### src/rtl/pacman_bus_pkg.sv
// pacman_bus_pkg: shared types and decode helpers for the Pac-Man CPU bus.
//   irq_state_t  - interrupt controller state encoding (IDLE, PEND, ACK)
//   PORT_IRQ_VEC - default I/O port holding the IM2 vector byte
//   ADDR_IRQ_EN  - default memory address of the interrupt-enable register
//   dec_io_wr / dec_mem_wr / dec_ack - strobe decode from raw tv80 outputs
package pacman_bus_pkg;

    typedef enum logic [1:0] {
        IDLE = 2'd0,
        PEND = 2'd1,
        ACK  = 2'd2
    } irq_state_t;

    localparam logic [7:0]  PORT_IRQ_VEC = 8'h00;
    localparam logic [15:0] ADDR_IRQ_EN  = 16'h5000;

    // I/O write outside an M1 cycle to the given port (low address byte only).
    function automatic logic dec_io_wr(input logic       write,
                                       input logic       iorq,
                                       input logic       m1_n,
                                       input logic [7:0] a_lo,
                                       input logic [7:0] port);
        return write & iorq & m1_n & (a_lo == port);
    endfunction

    // Memory write (no IORQ) to the given full 16-bit address.
    function automatic logic dec_mem_wr(input logic        write,
                                        input logic        iorq,
                                        input logic [15:0] a,
                                        input logic [15:0] addr);
        return write & ~iorq & (a == addr);
    endfunction

    // Interrupt acknowledge: IORQ asserted during an M1 cycle.
    function automatic logic dec_ack(input logic m1_n,
                                     input logic iorq);
        return ~m1_n & iorq;
    endfunction

endpackage

### src/rtl/sync_rise.sv
// sync_rise: optional N-flop synchronizer followed by a rising-edge detector.
//   DEPTH   - synchronizer flops before the edge detector (0 = input already
//             in the clk domain)
//   clk     - clock
//   reset_n - asynchronous active-low reset, clears all flops to 0
//   d       - input level
//   rise    - high for the cycle in which the (synchronized) level is 1 and
//             its one-cycle-delayed copy is 0
module sync_rise #(
    parameter int unsigned DEPTH = 2
) (
    input  logic clk,
    input  logic reset_n,
    input  logic d,
    output logic rise
);

    logic sync_lvl;

    generate
        if (DEPTH == 0) begin : g_direct
            assign sync_lvl = d;
        end else begin : g_sync
            logic [DEPTH-1:0] sync_q;
            logic [DEPTH-1:0] sync_d;

            always_comb begin
                sync_d    = sync_q;
                sync_d[0] = d;
                for (int unsigned i = 1; i < DEPTH; i++) begin
                    sync_d[i] = sync_q[i-1];
                end
            end

            always_ff @(posedge clk or negedge reset_n) begin
                if (!reset_n) begin
                    sync_q <= '0;
                end else begin
                    sync_q <= sync_d;
                end
            end

            assign sync_lvl = sync_q[DEPTH-1];
        end
    endgenerate

    logic prev_q;
    logic prev_d;

    assign prev_d = sync_lvl;

    always_ff @(posedge clk or negedge reset_n) begin
        if (!reset_n) begin
            prev_q <= 1'b0;
        end else begin
            prev_q <= prev_d;
        end
    end

    assign rise = sync_lvl & ~prev_q;

endmodule

### src/rtl/pacman_irq_ctrl.sv
// pacman_irq_ctrl: VBLANK interrupt controller for the tv80 core (IM2).
//   VEC_PORT    - I/O port (A[7:0]) that latches the vector byte
//   IRQ_EN_ADDR - memory address of the enable register (bit 0)
//   clk, reset_n          - clock, asynchronous active-low reset
//   vblank                - raw VBLANK level, asynchronous to clk
//   m1_n, iorq, write, A, dout - tv80 bus outputs observed directly
//   int_n   - registered interrupt request to the core (active low)
//   vec_oe  - registered select of vec onto the core data-in mux
//   vec     - latched IM2 vector byte
//   irq_en  - enable register value
//   pending - request raised or being acknowledged
module pacman_irq_ctrl
    import pacman_bus_pkg::*;
#(
    parameter logic [7:0]  VEC_PORT    = PORT_IRQ_VEC,
    parameter logic [15:0] IRQ_EN_ADDR = ADDR_IRQ_EN
) (
    input  logic        clk,
    input  logic        reset_n,
    input  logic        vblank,
    input  logic        m1_n,
    input  logic        iorq,
    input  logic        write,
    input  logic [15:0] A,
    input  logic [7:0]  dout,
    output logic        int_n,
    output logic        vec_oe,
    output logic [7:0]  vec,
    output logic        irq_en,
    output logic        pending
);

    logic io_wr, mem_wr, ack;
    logic io_wr_rise, mem_wr_rise, ack_rise, vb_rise;
    logic disable_wr;

    assign io_wr  = dec_io_wr(write, iorq, m1_n, A[7:0], VEC_PORT);
    assign mem_wr = dec_mem_wr(write, iorq, A, IRQ_EN_ADDR);
    assign ack    = dec_ack(m1_n, iorq);

    sync_rise #(.DEPTH(0)) u_io_wr_rise (
        .clk(clk), .reset_n(reset_n), .d(io_wr), .rise(io_wr_rise)
    );
    sync_rise #(.DEPTH(0)) u_mem_wr_rise (
        .clk(clk), .reset_n(reset_n), .d(mem_wr), .rise(mem_wr_rise)
    );
    sync_rise #(.DEPTH(0)) u_ack_rise (
        .clk(clk), .reset_n(reset_n), .d(ack), .rise(ack_rise)
    );
    sync_rise #(.DEPTH(2)) u_vb_rise (
        .clk(clk), .reset_n(reset_n), .d(vblank), .rise(vb_rise)
    );

    irq_state_t  state_q, state_d;
    logic [7:0]  vec_q, vec_d;
    logic        irq_en_q, irq_en_d;
    logic        banked_q, banked_d;
    logic        int_n_q, int_n_d;
    logic        vec_oe_q, vec_oe_d;
    logic        pending_q, pending_d;

    assign disable_wr = mem_wr_rise & ~dout[0];

    always_comb begin
        vec_d     = vec_q;
        irq_en_d  = irq_en_q;
        state_d   = state_q;
        banked_d  = banked_q;

        if (io_wr_rise) begin
            vec_d = dout;
        end
        if (mem_wr_rise) begin
            irq_en_d = dout[0];
        end

        // Gating on the post-write enable makes a same-cycle disable win
        // over a VBLANK edge.
        case (state_q)
            IDLE: begin
                if (vb_rise && irq_en_d) begin
                    state_d = PEND;
                end
            end
            PEND: begin
                if (vb_rise && irq_en_d) begin
                    banked_d = 1'b1;
                end
                if (disable_wr) begin
                    state_d = IDLE;
                end else if (ack_rise) begin
                    state_d = ACK;
                end
            end
            ACK: begin
                if (vb_rise && irq_en_d) begin
                    banked_d = 1'b1;
                end
                if (!ack) begin
                    state_d  = (banked_d && irq_en_d) ? PEND : IDLE;
                    banked_d = 1'b0;
                end
            end
            default: begin
                state_d = IDLE;
            end
        endcase

        if (!irq_en_d) begin
            banked_d = 1'b0;
        end

        // Outputs are registered from the next state so they carry no
        // combinational path from the bus inputs.
        int_n_d   = (state_d != PEND);
        vec_oe_d  = (state_d == ACK);
        pending_d = (state_d != IDLE);
    end

    always_ff @(posedge clk or negedge reset_n) begin
        if (!reset_n) begin
            state_q   <= IDLE;
            vec_q     <= '0;
            irq_en_q  <= 1'b0;
            banked_q  <= 1'b0;
            int_n_q   <= 1'b1;
            vec_oe_q  <= 1'b0;
            pending_q <= 1'b0;
        end else begin
            state_q   <= state_d;
            vec_q     <= vec_d;
            irq_en_q  <= irq_en_d;
            banked_q  <= banked_d;
            int_n_q   <= int_n_d;
            vec_oe_q  <= vec_oe_d;
            pending_q <= pending_d;
        end
    end

    assign int_n   = int_n_q;
    assign vec_oe  = vec_oe_q;
    assign vec     = vec_q;
    assign irq_en  = irq_en_q;
    assign pending = pending_q;

endmodule

### config.mk
export PLATFORM = sky130hd
export DESIGN_NAME = pacman_irq_ctrl
export DESIGN_NICKNAME = d
export VERILOG_FILES = /design/src/rtl/pacman_bus_pkg.sv /design/src/rtl/sync_rise.sv /design/src/rtl/pacman_irq_ctrl.sv
export SDC_FILE = /design/constraint.sdc
export NUM_CORES = 1
export LEC_CHECK = 0
export CORE_UTILIZATION = 42
export CTS_CLUSTER_SIZE = 28
export DETAILED_ROUTE_END_ITERATION = 8
export GPL_ROUTABILITY_DRIVEN = 0
export HOLD_SLACK_MARGIN = 0.15
export PLACE_DENSITY_LB_ADDON = 0.3
export SLEW_MARGIN = 20
export SYNTH_ARGS = -nofsm -noshare
export SYNTH_HDL_FRONTEND = slang
export SYNTH_HIERARCHICAL = 1
export SYNTH_SLANG_ARGS = --single-unit
### constraint.sdc
create_clock -name clk -period 2 [get_ports clk]
set_clock_uncertainty 0.15 [all_clocks]
set_input_delay 0.3 -clock clk [delete_from_list [all_inputs] [get_ports clk]]
set_output_delay 0.3 -clock clk [all_outputs]
set_load 0.01 [all_outputs]
After elaboration in Yosys (flattened, before gate mapping):

Index checks and enable logic that the tools add are counted.

* register bits after elaboration: 21
* latch bits: 0
* bits in writable memories: 0
* ROM bits: 0
* input bits: 30
* output and inout port bits: 12
* word-level logic and storage cells: 53
* memories: 0

* $add $sub $neg: 0
* multiply operators: 0
* div/mod/pow operators: 0
* order comparisons: 0
* equal/unequal tests: 6
* shift-type cells: 0
* muxes and demuxes: 12
* bitwise operators: 18
* reductions and logical operators: 5

Operators by type and width (number)
* $eq A16 B15 Y1 const B: 1
* $and A1 B1 Y1: 11
* $logic_not A8 Y1: 1
* $mux W2: 4
* $not A1 Y1: 7
* $mux W1: 6
* $pmux W2 S3: 1
* $eq A2 B2 Y1 const B: 2
* $ne A3 B1 Y1 const B: 1
* $eq A2 B1 Y1 const B: 1
* $logic_and A1 B1 Y1: 2
* $logic_not A2 Y1: 1
* $ne A2 B1 Y1 const B: 1
* $pmux W1 S2: 1
* $reduce_bool A2 Y1: 1

Longest topological paths before layout:

* word-level depth: 13
* mapped depth: 7
* mapped depth without buffers: 7

By module:

The synthesis kept the hierarchy.

By module, submodules not included
* pacman_irq_ctrl: instances 1, cells each 54, area an instance 651.9 um2
* sync_rise (u_ack_rise ...): instances 3, cells each 2, area an instance 38.8 um2
* sync_rise (u_vb_rise): instances 1, cells each 4, area an instance 88.8 um2

Least setup slack after synthesis:

No wires, ideal clock.

* path type: input to register
* from: in A[3]
* to: reg int_n_q, in the netlist int_n
* library setup time: 83 ps
* arrival: 1587 ps
* required time: 1767 ps
* setup slack: 179 ps
* stages on the path: 7
* cells stage by stage: nor4_1 nand4_1 nor2_1 nor2b_4 mux2i_1 or2_1 o32a_1

* cells in the longest elaborated chain, start to end: 12
* elaborated cells on any way between the ends: 15
* classes of those cells: eq/ne: 2; mux: 8; bitwise: 3; reduce/logical: 2

RTL lines
* from (decl): line pacman_irq_ctrl.sv:24 `input logic [15:0] A,`
* $eq A16 B15 Y1 (*): line pacman_bus_pkg.sv:31 `return write & ~iorq & (a == addr);`
* $and A1 B1 Y1 (*): line pacman_bus_pkg.sv:31
* net mem_wr: line pacman_irq_ctrl.sv:33 `logic io_wr, mem_wr, ack;`
* $and A1 B1 Y1 (*): line sync_rise.sv:60 `assign rise = sync_lvl & ~prev_q;`
* net mem_wr_rise: line pacman_irq_ctrl.sv:34 `logic io_wr_rise, mem_wr_rise, ack_rise, vb_rise;`
* $mux W1: line pacman_irq_ctrl.sv:73 `if (mem_wr_rise) begin`
* $logic_and A1 B1 Y1: line pacman_irq_ctrl.sv:81, pacman_irq_ctrl.sv:96
* $mux W1
* $mux W1: line pacman_irq_ctrl.sv:79 `case (state_q)`
* $logic_and A1 B1 Y1: line pacman_irq_ctrl.sv:100 `state_d = (banked_d && irq_en_d) ? PEND : IDLE;`
* $mux W1: line pacman_irq_ctrl.sv:100
* $mux W2: line pacman_irq_ctrl.sv:99 `if (!ack) begin`
* $pmux W2 S3 (*): line pacman_irq_ctrl.sv:79
* $ne A2 B1 Y1 (*): line pacman_irq_ctrl.sv:115 `int_n_d = (state_d != PEND);`
* net int_n_d: line pacman_irq_ctrl.sv:58 `logic int_n_q, int_n_d;`
* to (signal assigned): line pacman_irq_ctrl.sv:134 `int_n_q <= int_n_d;`
* to (decl): line pacman_irq_ctrl.sv:58

Mark *: on every way through the listed nets, which the timed path passes. The rest lies on a longest branch. The select of a mux whose other input is x is not followed.
A chain may end at the register's enable or synchronous reset.

Worst setup path after layout:

* from: in A[5]
* to: reg banked_q

* cells in the longest elaborated chain, start to end: 10
* elaborated cells on any way between the ends: 11
* classes of those cells: eq/ne: 2; mux: 6; bitwise: 2; reduce/logical: 1

RTL lines
* $eq A16 B15 Y1 (*): line pacman_bus_pkg.sv:31
* $and A1 B1 Y1 (*): line pacman_bus_pkg.sv:31
* net mem_wr: line pacman_irq_ctrl.sv:33
* $and A1 B1 Y1 (*): line sync_rise.sv:60
* net mem_wr_rise: line pacman_irq_ctrl.sv:34
* $mux W1 (*): line pacman_irq_ctrl.sv:73
* $logic_and A1 B1 Y1: line pacman_irq_ctrl.sv:86, pacman_irq_ctrl.sv:96
* $mux W1
* $mux W1: line pacman_irq_ctrl.sv:79
* $mux W1: line pacman_irq_ctrl.sv:99
* $pmux W1 S2: line pacman_irq_ctrl.sv:79
* $mux W1: line pacman_irq_ctrl.sv:109 `if (!irq_en_d) begin`
* to (signal assigned): line pacman_irq_ctrl.sv:133 `banked_q <= banked_d;`
* to (decl): line pacman_irq_ctrl.sv:57 `logic banked_q, banked_d;`

Marked as above.

==> out/results.tsv <==
stage	metric	value	unit
status	status	finished clean	
drt	drc violations	0	
power_and_ir_drop	register share of total power	60.4	%
sta	final period utilization	98.7	%
synthesis	syn_area_per_cell	13.4	um2
worst_setup_path	Top Family by Delay on Critical Path	buffers and inverters	
drt	wire per inst	14.2	um
worst_setup_path	Slowest cell on crit path	clkdlybuf4s50_1	
synthesis	Distinct cells, synth	25	
power_and_ir_drop	clock share of power	27.0	%
sta	Slew @ Worst Pin	260	ps
global_route	antenna violations before repair	0	
cts	CTS H-tree depth	1	
sta	Hold Vio Cnt, Final	0	
synthesis	Yosys reg bits	21	
placement	dpl hpwl	1530	um
layout	Largest register FFs	8	
layout	most common cell after layout, fill and taps aside	clkdlybuf4s50_1	
sta	setup violators final	0	
power_and_ir_drop	Worst VDD drop	327	uV
worst_setup_path	critical path required time	2030	ps
power_and_ir_drop	Pwr per Cell Area	510	nW/um2
worst_setup_path	crit path cell chain	clkdlybuf4s50_1 -> nor4_2 -> nand4_1 -> nor2_2 -> nor2b_4 -> mux2i_2 -> buf_4 -> buf_4 -> buf_4 -> nor3_2	
floorplanning	IO Count	42	
hold_path	worst min path class	in2async	
cts	Num CTS Buffers	3	
cts	TritonCTS clock tree	built	
power_and_ir_drop	switching power	0.149	mW
synthesis	syn_nets	94	
synthesis	post-synth top area cell	dfrtp_1	
synthesis	Seq/Total Area, Yosys	61.5	%
global_route	gr usage total	20.0	%
sta	setup ws final	25.4	ps
synthesis	most area-consuming cells after synthesis	dfrtp_1 (58%), mux2_2 (11%), nor2b_4 (6.4%)	
worst_setup_path	Worst Setup SP	A[5]	
floorplanning	Initial Util	47.1	%
global_route	first-pass GRT wire length	2960	um
layout	area grow syn2layout	64.7	%
worst_setup_path	R2R Path End	banked_q	
floorplanning	Die Ht	47.2	um
cts	clk buf depth	2	
synthesis	Yosys top cell area share	58.4	%
worst_setup_path	crit path to	banked_q	
cts	clk root buf	clkbuf_4	
drt	Avg Vias per Cell	5.00	
floorplanning	die area	2230	um2
synthesis	Synth Instances	64	
drt	via count	700	
floorplanning	Core ar.	1820	um2
layout	antenna diode count	0	
worst_setup_path	crit path max fanout	2	
floorplanning	chip width	47.2	um
floorplanning	row count	15	
worst_setup_path	CP Buf/Inv Count	4	
drt	Final ANT Viol Nets	0	
synthesis	post-synthesis cell area	857	um2
drt	final wirelength	1990	um
sta	Max Fclk	0.506	GHz
power_and_ir_drop	Sw Ratio	20.7	%
worst_setup_path	FF-to-FF path depth	6	
cts	Clk Latency, worst-skew pair	290	ps
cts	Post-CTS Hold Buffers	0	
worst_setup_path	worst r2r src	u_mem_wr_rise/prev_q	
cts	CTS clk-pin slew, worst paths	110	ps
drt	total iterations of the first detailed-routing run	4	
worst_setup_path	arrival time of the worst setup path	2010	ps
sta	minimum clock period	1970	ps
power_and_ir_drop	internal power	0.571	mW
global_route	vias in the first global route	719	
layout	share of layout cells above drive strength 1	24.3	%
synthesis	synth warn	6	
placement	pre-CTS WS	-380	ps
sta	Pins Over Slew Limit	0	
global_route	total gr overflow	0	
placement	port buffer count	41	
job	MaxCap Viol Count	0	
sta	Worst slew margin	82.5	%
cts	TritonCTS Sinks	21	
worst_setup_path	Worst setup EP type	register	
global_route	largest net degree at the start of global routing	22	
drt	number of DRC markers in iteration 0	3	
power_and_ir_drop	Static Leakage	0.651	nW
layout	FILL cells	131	
layout	most frequent cells in the layout	clkdlybuf4s50_1 (34), dfrtp_1 (20), mux2_2 (8)	
power_and_ir_drop	combinational share of power	12.6	%
worst_setup_path	Worst path depth	10	
worst_setup_path	Critical Path Start Type	input pin	
worst_setup_path	Most Frequent Cell on Critical Path	buf_4	
worst_setup_path	CP max stage delay	410	ps
worst_setup_path	WS Path Type	in2reg	
worst_setup_path	FF-to-FF setup slack	600	ps
layout	final instance area	1410	um2
placement	dpl cell area	1320	um2
layout	NumNets Final	146	
## layout make-up
cell class / count / area (um2) / area share, %
flip-flops and latches: 21 / 527 / 37.3
repair buffers: 48 / 469 / 33.2
multi-input cells: 40 / 350 / 24.8
well taps: 25 / 31.3 / 2.22
clock buffers: 4 / 26.3 / 1.86
inverters: 2 / 7.51 / 0.532
## what timing repair did
action / in CTS / in global routing
setup buffers: 3 / 1
pin swaps: 7 / 7
gates resized for setup: 5 / 8
setup endpoints to repair: 2 / 15
## synthesized netlist by cell type, drive strengths merged
library cell,n
inv,2
nor4,1
o32ai,1
mux2i,1
nand4,1
nor2b,6
o211ai,1
nand2b,1
nand4b,1
buf,1
mux2,8
nor4b,1
o21ai,2
nand2,2
nor2,4
nor3,3
a21oi,2
dfrtp,20
nand3b,1
dfstp,1
or2b,1
or2,1
and3b,1
o32a,1
## stage by stage
step	utilization, %	setup TNS (ps)	instances	total power [mW]	hold slack [ps]
after global routing	77.5	-115	140	0.750	196
after floorplan	-	0	64	0.456	-146
final	77.5	0	140	0.720	191
after detailed placement	72.3	-3730	132	0.533	197
after global placement	72.3	-3220	132	0.529	187
after CTS	75.3	0	139	0.728	191
## power groups by stage
stage / Sequential, mW / Combinational, mW / Clock (mW)
6_report: 0.435 / 0.0904 / 0.195
5_1_grt: 0.436 / 0.0973 / 0.217
4_1_cts: 0.435 / 0.0889 / 0.204
3_5_place_dp: 0.443 / 0.0898 / 0
3_3_place_gp: 0.443 / 0.0867 / 0
2_1_floorplan: 0.444 / 0.0123 / 0
## routing by layer
metal | up-vias | track usage [%] | part of all wire (%)
met5 | - | 0 | 0
met4 | 0 | 8.57 | 0.65
met3 | 2 | 5.77 | 5.7
met2 | 31 | 38.6 | 60
met1 | 339 | 19.6 | 34
li1 | 328 | - | -
## kinds of logic after synthesis
logic type             share of synthesized area, %
muxes                                          11.7
DFF                                            61.5
buffers and inverters                          1.46
AOI/OAI and AO/OA                              5.40
and+or+nand+nor                                20.0
## worst min path at each step
stage / start / endpoint / cells past startpoint
2_1_floorplan: reset_n / banked_q / 0
3_3_place_gp: u_vb_rise/g_sync.sync_q[0] / u_vb_rise/g_sync.sync_q[1] / 0
3_5_place_dp: u_vb_rise/g_sync.sync_q[0] / u_vb_rise/g_sync.sync_q[1] / 0
4_1_cts: reset_n / vec[5] / 2
5_1_grt: reset_n / u_vb_rise/g_sync.sync_q[0] / 2
6_report: reset_n / pending / 2
## worst reg2reg max path, stage by stage (launching register included)
cell and delay [ps]:
dfrtp_1 410, nor2b_4 130, mux2i_2 240, buf_4 140, buf_4 90, buf_4 100, nor3_2 40
Note: power is estimated with default switching activity, not from simulation.
